$ cat src/rtl/avalon_s_pipeline_bridge.sv
// Registered one-deep Avalon bridge between the arbiter device port and a
// downstream device. It breaks the grant->command and readdata/waitrequest->host
// combinational paths, and aborts a device that stalls for too long.
//
// Ports
//   clk, rst                   clock, asynchronous active-high reset
//   host_avn_*                 arbiter-facing slave (read/write/address/byte_enable/
//                              writedata in; readdata/waitrequest out)
//   device_avn_*               device-facing master (registered command out;
//                              readdata/waitrequest in)
//   timeout_err                one-cycle pulse when a stalled device is aborted
module avalon_s_pipeline_bridge #(
  parameter int unsigned    DW       = 32,
  parameter int unsigned    AW       = 32,
  parameter int unsigned    TO_CYC   = 256,
  parameter logic [DW-1:0]  ERR_DATA = DW'(32'hDEAD_BEEF)
) (
  input  logic              clk,
  input  logic              rst,
  input  logic              host_avn_read,
  input  logic              host_avn_write,
  input  logic [AW-1:0]     host_avn_address,
  input  logic [DW/8-1:0]   host_avn_byte_enable,
  input  logic [DW-1:0]     host_avn_writedata,
  output logic [DW-1:0]     host_avn_readdata,
  output logic              host_avn_waitrequest,
  output logic              device_avn_read,
  output logic              device_avn_write,
  output logic [AW-1:0]     device_avn_address,
  output logic [DW/8-1:0]   device_avn_byte_enable,
  output logic [DW-1:0]     device_avn_writedata,
  input  logic [DW-1:0]     device_avn_readdata,
  input  logic              device_avn_waitrequest,
  output logic              timeout_err
);

  localparam int unsigned BEW     = DW / 8;
  localparam int unsigned CW      = (TO_CYC > 1) ? $clog2(TO_CYC) : 1;
  localparam int unsigned TO_LAST = (TO_CYC == 0) ? 0 : TO_CYC - 1;
  localparam bit          TO_EN   = (TO_CYC != 0);

  typedef enum logic [1:0] {
    IDLE = 2'd0,
    CMD  = 2'd1,
    DONE = 2'd2
  } state_t;

  state_t           state_q, state_d;
  logic             rd_d, wr_d;
  logic [AW-1:0]    addr_d;
  logic [BEW-1:0]   be_d;
  logic [DW-1:0]    wdata_d;
  logic [DW-1:0]    rdata_d;
  logic             terr_d;
  logic [CW-1:0]    cnt_q, cnt_d;

  // Host only sees completion in DONE; decoded from state so no device path leaks through.
  assign host_avn_waitrequest = (host_avn_read | host_avn_write) & (state_q != DONE);

  // Next-state and next-register values.
  always_comb begin
    state_d = state_q;
    rd_d    = device_avn_read;
    wr_d    = device_avn_write;
    addr_d  = device_avn_address;
    be_d    = device_avn_byte_enable;
    wdata_d = device_avn_writedata;
    rdata_d = host_avn_readdata;
    terr_d  = 1'b0;
    cnt_d   = cnt_q;
    unique case (state_q)
      IDLE: begin
        if (host_avn_read | host_avn_write) begin
          // Read wins when both are asserted; the write is dropped.
          rd_d    = host_avn_read;
          wr_d    = host_avn_write & ~host_avn_read;
          addr_d  = host_avn_address;
          be_d    = host_avn_byte_enable;
          wdata_d = host_avn_writedata;
          cnt_d   = '0;
          state_d = CMD;
        end
      end
      CMD: begin
        if (!device_avn_waitrequest) begin
          if (device_avn_read) rdata_d = device_avn_readdata;
          rd_d    = 1'b0;
          wr_d    = 1'b0;
          state_d = DONE;
        end else if (TO_EN && (cnt_q == CW'(TO_LAST))) begin
          if (device_avn_read) rdata_d = ERR_DATA;
          rd_d    = 1'b0;
          wr_d    = 1'b0;
          terr_d  = 1'b1;
          state_d = DONE;
        end else begin
          // Wraps harmlessly when the timeout is disabled.
          cnt_d = cnt_q + CW'(1);
        end
      end
      DONE: begin
        cnt_d   = '0;
        state_d = IDLE;
      end
      default: begin
        state_d = IDLE;
      end
    endcase
  end

  // State and datapath registers.
  always_ff @(posedge clk or posedge rst) begin
    if (rst) begin
      state_q                <= IDLE;
      device_avn_read        <= 1'b0;
      device_avn_write       <= 1'b0;
      device_avn_address     <= '0;
      device_avn_byte_enable <= '0;
      device_avn_writedata   <= '0;
      host_avn_readdata      <= '0;
      timeout_err            <= 1'b0;
      cnt_q                  <= '0;
    end else begin
      state_q                <= state_d;
      device_avn_read        <= rd_d;
      device_avn_write       <= wr_d;
      device_avn_address     <= addr_d;
      device_avn_byte_enable <= be_d;
      device_avn_writedata   <= wdata_d;
      host_avn_readdata      <= rdata_d;
      timeout_err            <= terr_d;
      cnt_q                  <= cnt_d;
    end
  end

endmodule
$ cat config.mk
export PLATFORM = sky130hd
export DESIGN_NAME = avalon_s_pipeline_bridge
export DESIGN_NICKNAME = d
export VERILOG_FILES = /design/src/rtl/avalon_s_pipeline_bridge.sv
export SDC_FILE = /design/constraint.sdc
export NUM_CORES = 1
export LEC_CHECK = 0
export ABC_AREA = 1
export BUFFER_PORTS_ARGS = -buffer_cell sky130_fd_sc_hd__buf_2
export CORE_MARGIN = 2
export CORE_UTILIZATION = 40
export DETAILED_ROUTE_END_ITERATION = 8
export PLACE_DENSITY = 0.78
export SYNTH_ARGS = -nofsm -noshare
export SYNTH_HDL_FRONTEND = slang
export SYNTH_SLANG_ARGS = --single-unit
$ cat constraint.sdc
create_clock -name clk -period 5.71 [get_ports clk]
set_input_delay 0.571 -clock clk [delete_from_list [all_inputs] [get_ports clk]]
set_output_delay 0.571 -clock clk [all_outputs]
set_load 0.01 [all_outputs]
# Word level (Yosys, flattened, before mapping)
# Index checks and enable logic that the tools add are counted.
# classes
add_sub_neg,1
eq_ne,10
n_mux,21
bitwise,4
n_reduce_logical,9
# ops
cell,n
32-bit 2-to-1 mux,4
8-bit 2-to-1 mux,3
8-bit case mux with 3 select lines,1
"2-bit != test, second input constant",5
"8-bit by 1-bit adder with 8-bit output, second input constant",1
"8-bit equality test, second input constant",1
4-bit AND reduction,2
1-bit 2-to-1 mux,7
2-bit 2-to-1 mux,3
1-bit case mux with 2 select lines,2
2-bit case mux with 2 select lines,1
2-bit AND reduction,2
2-bit nonzero test,2
"3-bit != test, second input constant",1
3-bit AND reduction,1
3-bit nonzero test,1
1-bit bitwise AND,2
"2-bit by 1-bit equality test with 1-bit output, second input constant",1
"2-bit equality test, second input constant",1
2-bit logical NOT,1
"2-bit by 1-bit != test with 1-bit output, second input constant",1
1-bit NOT,1
1-bit bitwise OR,1
# totals
register_bits,113
inputBits,105
output_inout_bits,104
wordCells,54

# Depth between registers and ports, before layout
# depth
ltp_word,4
mapped_depth,10
mapped_depth_nobuf,9

# Worst setup path after synthesis
# Ideal clock, no wire load.
# synth_timing
path_kind,input to register
startpoint,input host_avn_write
endpoint,register device_avn_writedata[10]
setup_ns,0.066
t_arrival_ns,1.424
t_required_ns,5.644
path_slack_ns,4.220
stages,7
n_path_buf,2
cell_sequence,nor2_1 > nor3_4 > inv_2 > buf_2 > buf_2 > nand2_1 > nand2_1
# synth_between
elab_chain_len,2
# synth_rtl
item,line,text
start: declaration,21,"input logic host_avn_write,"
1-bit bitwise OR,73,if (host_avn_read | host_avn_write) begin
2-bit AND reduction (no source line),n/a,
end signal: assignment,129,device_avn_writedata <= wdata_d;
end: declaration,31,"output logic [DW-1:0] device_avn_writedata,"
# Every way passes these cells.
# A chain may end at the register's enable or synchronous reset.

# Worst setup path in the final report
# layout_timing
startpoint,register state_q[1]
endpoint,register device_avn_writedata[13]
# layout_between
elab_chain_len,2
# layout_rtl
item,line,text
start: declaration,48,"state_t state_q, state_d;"
start signal: assignment,124,state_q <= state_d;
2-bit logical NOT,71,unique case (state_q)
2-bit AND reduction (no source line),n/a,
# Every way passes these cells.

==> run summary <==
H-tree depth: 4
clock tree skew after final layout: 0.0129 ns
die area: 12800 sq um
cell chain of the critical path: nor3_4 > buf_4 > inv_2 > nand2_1 > nand2_1
Final #Nets: 889
Final Max Slew Viols: 0
via count: 4266
die height: 113 um
result of the run: finished, final reports clean
setup repair after global routing missed its margin: no
share of layout cells above drive strength 1: 0.351
iteration-0 DRC count of the detailed router: 277
first-pass GRT wire length: 19.8 mm
cell repeated most along the worst path: sky130_fd_sc_hd__nand2_1
static leakage: 3.80 nW
Routed Antenna Nets: 0
classification of the worst-slack hold path: input port to async pin
clock network power share: 0.282
final-report setup violation count: 0
Worst VDD drop: 0.000236 V
part of the Yosys area used for sequential elements: 0.592
Longest Clk Path Bufs: 2
vias in the first global route: 4170
sequential fraction of design power: 0.373
Synthesized Nets: 684
Final Hold Violating Endpoints: 0
delay contributed by the slowest stage of the critical path: 0.62 ns
slew at the pin closest to its max-slew limit: 1.13 ns
diodes inserted: 0
worst setup path start: state_q[1]
Die Span X: 113 um
slowest CP cell: sky130_fd_sc_hd__inv_2
number of port buffers: 208
leading cell types in the layout, fill and taps excluded: sky130_fd_sc_hd__nand2_1, sky130_fd_sc_hd__buf_2, sky130_fd_sc_hd__dfrtp_1
WP buf/inv: 2
Distinct cells, synth: 26
growth of design area from synthesis to finish: 35.3%
average wire per cell in the routed design: 12.5 um
summed negative setup slack over all endpoints: 0 ns
Sw Ratio: 0.366
Worst EP required: 6.00 ns
post-CTS resize count: 0
critical path arrival: 2.57 ns
Synth Flop Type: sky130_fd_sc_hd__dfrtp_1
reg-to-reg critical path startpoint: state_q[1]
instance area after placement: 5890 sq um
period utilization: 0.400
num ports: 209
register bit count reported by yosys: 113
leading cell type in the layout, fill and taps excluded: sky130_fd_sc_hd__nand2_1
Max Freq: 438 MHz
worst skew pair latency: 0.40 ns
WS Path Type: register to register
largest fanout on the critical path: 70
Post-Route WL: 11.7 mm
number of remaining DRC errors: 0
count of synthesis-stage warnings from yosys: 0
initial cell density of the core: 0.415
clock period minus worst slack: 2.28 ns
number of sinks handled by clock tree synthesis: 113
family with the most delay on the worst path: buffers and inverters
Place WS: 3.10 ns
number of maximum-capacitance constraint violations: 0
All-Layer GR Usage: 0.195
Setup crit end kind: register
ratio of routed vias to standard cells: 4.55
initial antenna violation count: 0
CTS Hold Buffers Added: 0
CTS root buf: sky130_fd_sc_hd__clkbuf_16
clock buffer count from CTS: 17
kind of start point of the critical path: register
ys async rst share: 1.00
share of power burned in combinational logic: 0.346
worst slew slack as a fraction of its limit: 0.250
maximum number of pins on one net before global-route repair: 71
final critical-path setup slack: 3.43 ns
number of synthesized flops with an enable pin: 0
clock-pin slew on the worst setup and hold paths: 0.05 ns
core box area: 11500 sq um
post-CTS setup repair buffer count: 0
syn avg cell area: 8.27 sq um
final standard cell utilization of the core: 0.562
Std-Cell Rows: 39
final standard cell area without fillers: 6470 sq um
post-detailed-placement half-perimeter wirelength: 8.08 mm
internal power: 0.00233 W
CTS tree: built
Mapped Area: 4780 sq um
post-synthesis cell count: 578
gr ovfl total: 0
net switching power figure: 0.00134 W
TritonRoute pass-1 iters: 4
last weighted congestion value of the routability-driven placer: 0.780
power density of the placed cells: 568 nW/um^2
power by group through the flow:
stage	clock network (W)	logic, W	registers [W]
2_1_floorplan	0	0.000591	0.00153
5_1_grt	0.00111	0.00145	0.00141
3_3_place_gp	0	0.00127	0.00137
6_report	0.00103	0.00127	0.00137
3_5_place_dp	0	0.00130	0.00136
4_1_cts	0.00106	0.00130	0.00137
worst paths after layout:
kind	slack (ns)	cells after the start	to
setup / recovery	3.43	5	device_avn_writedata[13]
hold / removal	0.23	2	device_avn_writedata[6]
setup reg to reg	3.43	5	device_avn_writedata[13]
hold reg to reg	0.46	2	device_avn_writedata[5]
max in group asynchronous	4.23	3	device_avn_writedata[16]
min in group clk	0.36	3	device_avn_address[4]
cell usage after synthesis (2+ instances only):
cell                       instances  area, sq um
sky130_fd_sc_hd__a21oi_1           3         15.0
sky130_fd_sc_hd__clkbuf_1         13         48.8
sky130_fd_sc_hd__nand2_4           2         22.5
sky130_fd_sc_hd__nor2_4            2         22.5
sky130_fd_sc_hd__buf_6             3         33.8
sky130_fd_sc_hd__or2_2            24          150
sky130_fd_sc_hd__nor2_1           24         90.1
sky130_fd_sc_hd__inv_2             3         11.3
sky130_fd_sc_hd__dfrtp_1         113         2830
sky130_fd_sc_hd__nand3_1           5         25.0
sky130_fd_sc_hd__o21ai_0           2         10.0
sky130_fd_sc_hd__inv_1            17         63.8
sky130_fd_sc_hd__buf_4             3         22.5
sky130_fd_sc_hd__buf_2             5         25.0
sky130_fd_sc_hd__nand2_2           2         12.5
sky130_fd_sc_hd__nand2_1         347         1300
through the flow:
| stage | hold slack, ns | instances | total power [W] |
|---|---|---|---|
| floorplan | 0.471 | 578 | 0.00213 |
| global placement | 0.449 | 907 | 0.00263 |
| detailed placement | 0.453 | 907 | 0.00267 |
| CTS | 0.236 | 937 | 0.00373 |
| global route | 0.262 | 937 | 0.00397 |
| finish | 0.227 | 937 | 0.00367 |
routing by layer:
layer  track usage  up-vias  share of wire
met3        0.0664       12          0.083
met4        0.0797        0          0.015
li1              -     2141              -
met5             0        -              0
met2         0.322      174           0.47
met1         0.235     1939           0.43
cell type report:
class                      count  area, sq um
timing repair buffer         210         1060
sequential                   113         2830
clock inverter                12          143
tap                          143          179
clock buffer                  18          439
fill                        1108         5050
inverter                      21         83.8
multi-input combinational    420         1740
flip-flops by register name, indices dropped and copies added, names as in the netlist:
register	cells
device_avn_write	1
cnt_q	8
state_q	2
device_avn_address	32
device_avn_read	1
device_avn_writedata	32
device_avn_byte_enable	4
timeout_err	1
host_avn_readdata	32
cell families after synthesis:
logic type	synth area share
AOI/OAI and AO/OA	0.0136
adders and majority gates	0.00262
buffers and inverters	0.0443
DFF	0.592
and+or+nand+nor	0.348
(Power assumes the default switching activity.)
